==> src/rtl/shared_reg_arb_pkg.sv <==
// Shared definitions for the shared-register write arbiter.
// Latency: n/a (types, constants and a helper function only).
// Backpressure: n/a.
package shared_reg_arb_pkg;

  // LOCKED is always declared so the encoding is identical in every build.
  typedef enum logic [1:0] {
    IDLE   = 2'd0,
    ACK    = 2'd1,
    LOCKED = 2'd2
  } state_t;

  localparam int DEF_NREQ  = 4;
  localparam int DEF_WIDTH = 8;

  // Width of a requester index; never below one bit.
  function automatic int idx_w(input int n);
    return (n > 1) ? $clog2(n) : 1;
  endfunction

endpackage

==> src/rtl/shared_reg_arbiter_rr_pick.sv <==
// rr_pick: combinational round-robin picker, first set bit of elig from ptr upward, wrapping.
// Latency: combinational. Backpressure: none; the caller decides what is eligible.
// Ports: elig (eligible vector), ptr (search start) -> vld (any eligible), idx (winner index).
module rr_pick #(
  parameter int N  = 4,
  parameter int IW = 2
) (
  input  logic [N-1:0]  elig,
  input  logic [IW-1:0] ptr,
  output logic          vld,
  output logic [IW-1:0] idx
);

  logic [IW-1:0] pos;

  always_comb begin
    vld = 1'b0;
    idx = '0;
    pos = '0;
    for (int k = 0; k < N; k++) begin
      pos = IW'((int'(ptr) + k) % N);
      if (!vld && elig[pos]) begin
        vld = 1'b1;
        idx = pos;
      end
    end
  end

endmodule

==> src/rtl/shared_reg_arbiter.sv <==
// Round-robin write arbiter for one shared WIDTH-bit register; one winner per clock.
// Latency: req/wdata sampled at edge k, q/ack/gnt_id valid after edge k (one cycle).
// Backpressure: req is held until its one-cycle ack; an acked requester is masked for that cycle.
// Ports: req/wdata in, lock in (only with SHARED_REG_ARB_LOCK_EN), ack/gnt_id/q/busy out.
// Optional feature macro: SHARED_REG_ARB_LOCK_EN adds the lock port and the LOCKED state.
module shared_reg_arbiter
  import shared_reg_arb_pkg::*;
#(
  parameter int NREQ  = DEF_NREQ,
  parameter int WIDTH = DEF_WIDTH
) (
  input  logic                     clk,
  input  logic                     rst_n,
  input  logic [NREQ-1:0]          req,
  input  logic [NREQ*WIDTH-1:0]    wdata,
`ifdef SHARED_REG_ARB_LOCK_EN
  input  logic [NREQ-1:0]          lock,
`endif
  output logic [NREQ-1:0]          ack,
  output logic [idx_w(NREQ)-1:0]   gnt_id,
  output logic [WIDTH-1:0]         q,
  output logic                     busy
);

  localparam int IW = idx_w(NREQ);

  state_t            state;
  logic [IW-1:0]     ptr;
  logic [IW-1:0]     win;
  logic              win_vld;
  logic [NREQ-1:0]   elig;
  logic [WIDTH-1:0]  lane [NREQ];

  always_comb begin
    for (int i = 0; i < NREQ; i++) begin
      lane[i] = wdata[i*WIDTH +: WIDTH];
    end
  end

`ifdef SHARED_REG_ARB_LOCK_EN
  logic [IW-1:0] owner;
  logic          hold;

  // The lock holds only while the owner keeps lock high; on the edge it drops,
  // arbitration is already open to everyone again.
  assign hold = (state == LOCKED) && lock[owner];

  always_comb begin
    elig = req & ~ack;
    if (hold) begin
      elig        = '0;
      elig[owner] = req[owner] & ~ack[owner];
    end
  end
`else
  assign elig = req & ~ack;
`endif

  rr_pick #(.N(NREQ), .IW(IW)) u_pick (
    .elig (elig),
    .ptr  (ptr),
    .vld  (win_vld),
    .idx  (win)
  );

  assign busy = (|ack) || (state == LOCKED);

  always_ff @(posedge clk or negedge rst_n) begin
    if (!rst_n) begin
      q      <= '0;
      ack    <= '0;
      gnt_id <= '0;
      ptr    <= '0;
      state  <= IDLE;
`ifdef SHARED_REG_ARB_LOCK_EN
      owner  <= '0;
`endif
    end else begin
      ack <= '0;
      if (win_vld) begin
        q        <= lane[win];
        ack[win] <= 1'b1;
        gnt_id   <= win;
        ptr      <= (win == IW'(NREQ - 1)) ? '0 : win + 1'b1;
      end
`ifdef SHARED_REG_ARB_LOCK_EN
      if (win_vld && lock[win]) begin
        state <= LOCKED;
        owner <= win;
      end else if (hold) begin
        state <= LOCKED;
      end else begin
        state <= win_vld ? ACK : IDLE;
      end
`else
      state <= win_vld ? ACK : IDLE;
`endif
    end
  end

endmodule

==> config.mk <==
export PLATFORM = sky130hd
export DESIGN_NAME = shared_reg_arbiter
export DESIGN_NICKNAME = d
export VERILOG_FILES = /design/src/rtl/shared_reg_arb_pkg.sv /design/src/rtl/shared_reg_arbiter_rr_pick.sv /design/src/rtl/shared_reg_arbiter.sv
export SDC_FILE = /design/constraint.sdc
export NUM_CORES = 1
export LEC_CHECK = 0
export BUFFER_PORTS_ARGS = -buffer_cell sky130_fd_sc_hd__clkbuf_2
export CAP_MARGIN = 10
export CORE_ASPECT_RATIO = 1.4
export CORE_MARGIN = 3
export CORE_UTILIZATION = 42
export CTS_BUF_LIST = sky130_fd_sc_hd__clkbuf_8
export DETAILED_ROUTE_END_ITERATION = 6
export MAX_ROUTING_LAYER = met4
export PLACE_DENSITY_LB_ADDON = 0.15
export SLEW_MARGIN = 20
export SYNTH_ARGS = -nofsm -noshare
export SYNTH_HDL_FRONTEND = slang
export SYNTH_SLANG_ARGS = --single-unit
==> constraint.sdc <==
create_clock -name clk -period 1.66 [get_ports clk]
set_input_delay 0.332 -clock clk [delete_from_list [all_inputs] [get_ports clk]]
set_output_delay 0.332 -clock clk [all_outputs]
set_load 0.03 [all_outputs]
---- Word level (Yosys, flattened, before mapping) ----
Cells that the tools add are included.
word-level totals
  register bits after elaboration ......... 17
  latch bits .............................. 0
  memory bits (writable) .................. 0
  bits in read-only memories .............. 0
  input port bits ......................... 38
  output and inout bits ................... 15
  memories kept ........................... 0
cells by class
  $add $sub $neg .......................... 4
  $mul .................................... 0
  divide/modulo/power cells ............... 0
  $lt $le $gt $ge ......................... 7
  eq/ne operators ......................... 2
  shift operators ......................... 0
  multiplexer cells ....................... 24
  bitwise operators ....................... 3
  reductions and logical operators ........ 9
operator list
  kind                                                                number
  binary-select mux 8 bit (select 2 bit)                              1
  2-to-1 mux 8 bit                                                    2
  < comparator 2 x 3 -> 1 bit (second input constant)                 5
  2-to-1 mux 1 bit                                                    10
  2-to-1 mux 2 bit                                                    5
  binary-select mux 1 bit (select 2 bit)                              4
  adder 2 x 1 -> 2 bit (second input constant)                        2
  adder 2 bit (second input constant)                                 2
  AND 4 bit                                                           1
  logical AND 1 bit                                                   4
  2-to-1 mux 4 bit                                                    1
  NOT 4 bit                                                           1
  OR reduction 4 bit                                                  1
  greater-or-equal comparator 3 bit (second input constant)           1
  logical NOT 1 bit                                                   3
  NOT 2 -> 3 bit                                                      1
  demux 1 bit (select 2 bit)                                          1
  equality test 1 x 2 -> 1 bit (second input constant)                1
  equality test 2 bit (second input constant)                         1
  greater-or-equal comparator 2 x 1 -> 1 bit (second input constant)  1
  logical OR 1 bit                                                    1

---- Longest topological paths before layout ----
Gate-level depths: netlist of run 1.
  word-level depth ........................ 19
  mapped depth ............................ 8
  mapped depth without buffers ............ 7

---- Cells and area by module ----
A second synthesis of run 1 with hierarchy kept.
second synthesis, totals
  cell total of the unflattened synthesis .. 90
  area, all modules ....................... 980.9 µm²
by module, submodules not included
  module              instances  cells an instance  area each (µm²)
  shared_reg_arbiter  1          75                 903.4
  rr_pick             1          15                 77.6

---- Least setup slack after synthesis of run 1 ----
OpenSTA, ideal clock, no wires.
  path type ............................... flip-flop to flip-flop
  start ................................... reg ack[2]
  end ..................................... reg ptr[1]
  setup time .............................. 0.133 ns
  arrival time ............................ 1.637 ns
  slack ................................... -0.110 ns
  cell stages (with the launch flop) ...... 9
  buffers on the path ..................... 1
  cells stage by stage .................... dfrtp_1 and2b_2 o211ai_2 nand3_4 inv_4 buf_12 ha_1 nand2_1 o21ai_0
on the way
  cells in the longest elaborated chain, start to end .. 16
ends and longest elaborated chain
  element                                                      RTL line                          source
  start, declared                                              shared_reg_arbiter.sv:19          output logic [NREQ-1:0] ack,
  start signal, assigned                                       shared_reg_arbiter.sv:71          ack <= '0;
  start signal, assigned                                       shared_reg_arbiter.sv:79          ack <= '0;
  start signal, assigned by index                              shared_reg_arbiter.sv:82          ack[win] <= 1'b1;
  NOT 4 bit *                                                  shared_reg_arbiter.sv:56          assign elig = req & ~ack;
  AND 4 bit *                                                  shared_reg_arbiter.sv:56
  binary-select mux 1 bit (select 2 bit)                       shared_reg_arbiter_rr_pick.sv:22  if (!vld && elig[pos]) begin
  2-to-1 mux 1 bit (implied by the code)                       shared_reg_arbiter_rr_pick.sv:22
  2-to-1 mux 1 bit                                             shared_reg_arbiter_rr_pick.sv:22
  logical NOT 1 bit                                            shared_reg_arbiter_rr_pick.sv:22
  logical AND 1 bit                                            shared_reg_arbiter_rr_pick.sv:22
  2-to-1 mux 1 bit                                             shared_reg_arbiter_rr_pick.sv:22
  logical NOT 1 bit                                            shared_reg_arbiter_rr_pick.sv:22
  logical AND 1 bit                                            shared_reg_arbiter_rr_pick.sv:22
  2-to-1 mux 1 bit                                             shared_reg_arbiter_rr_pick.sv:22
  logical NOT 1 bit                                            shared_reg_arbiter_rr_pick.sv:22
  logical AND 1 bit                                            shared_reg_arbiter_rr_pick.sv:22
  2-to-1 mux 2 bit                                             shared_reg_arbiter_rr_pick.sv:22
  adder 2 x 1 -> 2 bit or equality test 2 bit (tied branches)  shared_reg_arbiter.sv:84          ptr <= (win == IW'(NREQ - 1)) ? '0 : win + 1'b1;
  2-to-1 mux 2 bit                                             shared_reg_arbiter.sv:84
  end signal, assigned                                         shared_reg_arbiter.sv:84
  end, declared                                                shared_reg_arbiter.sv:28          logic [IW-1:0] ptr;
Mark *: on every way between the ends. The rest lies on a longest branch, timed or not. The select of a mux whose other input is x is not followed.
A chain may end at the register's enable or synchronous reset.

---- Worst setup path in the final report of run 1 ----
  start ................................... reg ack[1]
  end ..................................... out busy
on the way
  cells in the longest elaborated chain, start to end .. 2
ends and longest elaborated chain
  element             RTL line                  source
  OR reduction 4 bit  shared_reg_arbiter.sv:66  assign busy = (|ack) || (state == LOCKED);
  logical OR 1 bit    shared_reg_arbiter.sv:66
  end, declared       shared_reg_arbiter.sv:22  output logic busy
Every way passes these cells.

==> results.cfg, run 1 <==
[timing]
timing.hold.ws_ns = 0.00315
fin_crit_ns = 1.68
rsz0062_at_grt = true
finClkSkew_ns = 0.000762
slew_headroom_pct = 72.8
final-hold-violation-count = 0
tightest_slew_ns = 0.409
fmax_ghz = 0.597
timing.final.crit_share_pct = 101
finalSetupViolCount = 1
slew_viol_final = 0
setup_ws_ns = -0.0157

[setup_path]
start_kind = flip-flop
crit_path_end_kind = output port
critPathMaxStageDelay_ns = 0.53
cp.arrival_ns = 1.34
critical_path.top_delay_family = simple AND/OR/NAND/NOR gates
worstPathRequired_ns = 1.33
crit_fanout = 4
worstPathCellList = or4_4 -> buf_6
path_class = reg2out
cp_num_cells = 2
rrSetupSlack_ns = 0.09
cp_num_buf_inv = 1
reg2regPathDepth = 6
cp_slowest_cell = or4_4

[synthesis]
postSynthAreaPerCell_um2 = 10.2
ys_seq_area_share_pct = 38.3
syn_inst = 102
synth_fp_nets = 141
synthXorXnorAreaFrac_pct = 0
synth_area_um2 = 1040
yosys.area_share.adder_pct = 1.20
synth_top_family_by_area = compound AO/OA/AOI/OAI gates
synthSimpleGateAreaFrac_pct = 19.6
ys_types = 29
synth_compound_area_share_pct = 36.5
synth-seq-cells = 16
synth_mux_area_share_pct = 0
yosys_warnings = 0

[cts]
cts_sinks = 16
cts_buffers = 3
clockBufferDepth = 2
cts_tree = done
clk_latency_ns = 0.24
htree_levels = 1
postCtsHoldBufs = 0
clockRootBuffer = clkbuf_8
clkTransAtPathRegs_ns = 0.06

[pwr]
report.power.total_w = 0.00314
power.leakage_nw = 0.707
powerDensity_nw_per_um2 = 2130
ir_worst_vdd_mv = 0.994

[global_routing]
grt_overflow = 0
grt_pass1_vias = 1083
antenna_found_initial = 0
grt_pass1_wl_um = 4760
grtUsageTotal_pct = 21.1
grt_max_degree = 17

[floorplanning]
die_y_um = 65.0
initial_core_util_pct = 45.9
fp.coreArea_um2 = 2280
die_w_um = 48.2
die_area_um2 = 3130
ios = 53
rows = 20

[place]
routabilityCongestion = 0.889
port-buffer-count = 52
hpwlAfterDp_um = 2120

[finish]
final_common_cell = clkbuf_2
nets = 203
drive_gt1_share_pct = 59.5
final_util_pct = 64.8
layout_common_cells = clkbuf_2 (51), dfrtp_1 (13), nor2_1 (11), nand2_1 (10), o22ai_1 (9)
syn2layout_area_growth_pct = 41.3
n_antenna_cell = 0

[routing]
drtAntennaViolNets = 0
dr.pass1.iters = 4
drc_errors = 0
drt_iter0_markers = 22
wl_per_cell_um = 13.7
finalWirelength_um = 2690
vias_per_cell = 5.22
vias = 1023

[job]
drv_cap = 0

[status]
violations = setup timing
status = finished with violations

[min_path]
hold_path_class = in2async
## metrics by stage
| stage | area [um^2] | setup slack [ns] | std cells | setup TNS (ns) |
|---|---|---|---|---|
| after CTS | 1440 | -0.0402 | 194 | -0.0402 |
| after global placement | 1370 | 0.0819 | 188 | 0 |
| after global routing | 1480 | -0.0463 | 196 | -0.0463 |
| after floorplan | 1060 | 0.0105 | 102 | 0 |
| after detailed placement | 1370 | -0.00982 | 188 | -0.00982 |
| final | 1480 | -0.0157 | 196 | -0.0157 |
## sequential cells by signal, indices dropped and copies added (netlist names)
name and count:
q 8, ptr 2, gnt_id 2, ack 4
## cells in the mapped netlist (all sizes together)
master	n	area, um^2
buf	1	20.0
a21oi	14	92.6
and3b	1	12.5
inv	5	21.3
ha	1	12.5
o22ai	10	76.3
and2	1	6.26
o211ai	2	25.0
nand3	2	27.5
a211oi	8	100
nor2	11	41.3
nand4	1	6.26
dfrtp	16	400
a32oi	1	27.5
clkbuf	1	3.75
a21o	2	15.0
o21ai	6	45.1
or4	1	7.51
nand2b	4	32.5
nand2	10	37.5
and2b	4	33.8
## kinds of logic after synthesis
logic type / count (synthesis)
fa+ha+maj: 1
buf+inv: 7
compound gates: 43
simple gates: 35
flops: 16
## cell type report
cell class                      instances  area (um^2)
Tap cell                               33         41.3
Fill cell                             197          801
Timing Repair Buffer                   59          335
Clock buffer                            4         55.1
Sequential cell                        16          404
Inverter                                5         21.3
Multi-Input combinational cell         79          619
## final timing paths
check                      startpoint   endpoint
max reg2reg                    ack[0]       q[5]
min                             rst_n       q[4]
max                            ack[1]       busy
min in group clk             wdata[4]       q[4]
max in group asynchronous       rst_n     ack[2]
min reg2reg                 gnt_id[0]  gnt_id[0]
## routing by layer
layer	vias to the layer above	GRT usage [%]	share of wire [%]
li1	499	-	-
met1	478	26.7	41
met2	42	33.3	52
met3	4	1.94	5.1
met4	0	8.08	1.7
met5	-	-	0
## report_power, final
part           leakage [nW]  internal, W  switching (W)
Combinational         0.494     0.000818        0.00125
Sequential            0.185     0.000596       0.000145
Clock                0.0288     0.000210       0.000127
Total                 0.707      0.00162        0.00152
## what timing repair did
action / 4_1_cts / 5_1_grt
endpoints found under the setup margin: 2 / 10
resized for setup: 1 / 6
pin swaps: 1 / 2
buffers inserted: 2 / 2
No activity file was read; power rests on OpenSTA's default activity.
==> run 2: changes to the inputs <==
--- a/config.mk
+++ b/config.mk
@@ -9,12 +9,14 @@
 export CAP_MARGIN = 10
 export CORE_ASPECT_RATIO = 1.4
 export CORE_MARGIN = 3
-export CORE_UTILIZATION = 42
+export CORE_UTILIZATION = 46
 export CTS_BUF_LIST = sky130_fd_sc_hd__clkbuf_8
 export DETAILED_ROUTE_END_ITERATION = 6
 export MAX_ROUTING_LAYER = met4
 export PLACE_DENSITY_LB_ADDON = 0.15
+export SKIP_CTS_REPAIR_TIMING = 1
 export SLEW_MARGIN = 20
 export SYNTH_ARGS = -nofsm -noshare
 export SYNTH_HDL_FRONTEND = slang
+export SYNTH_HIERARCHICAL = 1
 export SYNTH_SLANG_ARGS = --single-unit
==> constraint.sdc (replaced) <==
create_clock -name clk -period 1.6 [get_ports clk]
set_input_delay 0.32 -clock clk [delete_from_list [all_inputs] [get_ports clk]]
set_output_delay 0.32 -clock clk [all_outputs]
set_load 0.03 [all_outputs]
==> run 2 against run 1 <==
Net effect:
- the flow finishes with violations (hold timing, setup timing)
- count of clock-buffer cells in the layout unchanged
- global-route usage fell by 0.95 points
- combinational power rose by 4%
- non-clock buffer count increased by 11
- flip-flop and latch count unchanged
- register-to-register slack got worse by 0.34 ns
- synthesized cell count fell by 12%
- clock power is 6.8% higher
- total power up 3.9%
- setup slack got worse by 0.24 ns
==> results.cfg, run 2 <==
[synthesis]
ys_seq_area_share_pct = 40.8
postSynth.asyncResetShare_pct = 100
synth_edf_count = 0
syn_inst = 90
postSynthAreaPerCell_um2 = 10.9
ys_types = 21
synth_commonest_cells = dfrtp_1 (16), mux2i_1 (16), nand2b_1 (10)
synth_area_um2 = 981
synth_fp_nets = 132
yosysTopAreaCellShare_pct = 40.8
yosys_warnings = 6
synth_area_leaders = dfrtp_1 (41%), mux2i_1 (16%), o221ai_1 (8.0%)
synth-seq-cells = 16
ys.flop_type = dfrtp_1
yosysTopAreaCell = dfrtp_1

[finish]
n_antenna_cell = 0
syn2layout_area_growth_pct = 55.5
layout_common_cells = clkbuf_2 (51), mux2i_1 (16), buf_4 (16), dfrtp_1 (13), nand2b_1 (10)
drive_gt1_share_pct = 58.8
top_regs = q: 8 flops, ack: 4 flops
regMostFlops = q
largest_reg_flops = 8
final_util_pct = 76.4
nets = 203
fin_cells = 181
final_common_cell = clkbuf_2

[place]
port-buffer-count = 52
routabilityCongestion = 0.704
dp_cells = 176
hpwlAfterDp_um = 1950
pre_cts_ws_ns = -0.290

[timing]
final-hold-violation-count = 16
fmax_ghz = 0.540
slew_viol_final = 0
rsz0062_at_grt = true
finClkSkew_ns = 0.00150
fin_crit_ns = 1.85
slew_headroom_pct = 72.1
setup_tns_ns = -2.26
setup_ws_ns = -0.253
timing.hold.ws_ns = -0.0104
finalSetupViolCount = 14
tightest_slew_ns = 0.418
timing.final.crit_share_pct = 116

[cts]
htree_levels = 1
clk_latency_ns = 0.25
cts_sinks = 16
clockRootBuffer = clkbuf_8
clkTransAtPathRegs_ns = 0.06
cts_buffers = 3
clockBufferDepth = 2
cts_tree = done

[routing]
vias_per_cell = 5.15
drc_errors = 0
drtAntennaViolNets = 0
drt_iter0_markers = 8
dr.pass1.iters = 4
dr_wl_met2_um = 1310
wl_met1_um = 915
finalWirelength_um = 2420
routed-wl-met3_um = 152
wl_per_cell_um = 13.4
top_layer_used = met4
vias = 933

[global_routing]
grtUsageTotal_pct = 20.1
antenna_found_initial = 0
grt_overflow = 0
grt_max_degree = 17
grt_pass1_vias = 981
grt_pass1_wl_um = 3860

[pwr]
switching_share_pct = 43.3
clkPwrFrac_pct = 11.0
combPwrFrac_pct = 66.2
seqPwrFrac_pct = 22.8
p_int_w = 0.00185
ir_worst_vdd_mv = 1.14
p_sw_w = 0.00142
powerDensity_nw_per_um2 = 2140
power.leakage_nw = 0.793

[floorplanning]
die_y_um = 60.6
initial_core_util_pct = 49.1
rows = 19
die_area_um2 = 2730
die_w_um = 45.0
fp.coreArea_um2 = 2000
ios = 53

[setup_path]
reg2regPathDepth = 8
cp.arrival_ns = 1.99
r2r-start = ack[1]
path_class = reg2reg
cp-startpoint = ack[1]
worstPathRequired_ns = 1.74
crit_path_end_kind = flip-flop
crit_fanout = 4
start_kind = flip-flop

[status]
status = finished with violations
violations = hold timing, setup timing

[job]
drv_cap = 0

[min_path]
hold_path_class = in2async
[run 2: cells by family after synthesis]
kind of cell,count (synthesis),synth area share (%)
compound gates,16,12.1
flops,16,40.8
buf+inv,12,7.53
mux,19,19.8
simple gates,23,14.7
fa+ha+maj,4,5.10
[run 2: through the flow]
stage / cell area (um^2) / hold slack [ns] / total power (W)
floorplan: 1020 / 0.0244 / 0.00212
global placement: 1400 / 0.266 / 0.00266
detailed placement: 1400 / 0.277 / 0.00273
CTS: 1450 / 0.00446 / 0.00310
global route: 1530 / 0.0114 / 0.00350
finish: 1530 / -0.0104 / 0.00327
[run 2: per-layer routing]
metal  up-vias  global-route usage [%]
met2        37                    37.4
met1       432                    19.6
met4         0                    10.0
met3         5                    2.67
li1        459                       -
met5         -                       -
[run 2: power groups by stage]
| stage | Combinational [W] | Clock [W] | Sequential, W |
|---|---|---|---|
| finish | 0.00216 | 0.000360 | 0.000745 |
| global placement | 0.00193 | 0 | 0.000732 |
| global route | 0.00234 | 0.000389 | 0.000769 |
| CTS | 0.00199 | 0.000370 | 0.000734 |
| detailed placement | 0.00199 | 0 | 0.000739 |
| floorplan | 0.00105 | 0 | 0.00107 |
[run 2: final timing paths]
| path | to | slack, ns |
|---|---|---|
| worst max-delay path | ptr[1] | -0.25 |
| worst min-delay path | ack[1] | -0.01 |
| worst max register to register | ptr[1] | -0.25 |
| worst min register to register | q[7] | 0.50 |
| max in group asynchronous | ack[0] | 1.30 |
| min in group clk | q[6] | 0.36 |
[run 2: area by class of cell]
class                      count  area [um^2]
timing repair buffer          70          409
tap                           21         26.3
clock buffer                   4         55.1
inverter                       8         35.0
fill                         152          472
multi-input combinational     62          596
sequential                    16          404
[run 2: critical path, stage by stage, from the launching register on]
cell and delay [ns]:
dfrtp_2 0.40, nor2b_2 0.12, inv_1 0.06, a221o_1 0.35
a21oi_4 0.19, buf_6 0.14, inv_6 0.03, ha_4 0.19
mux2_4 0.25
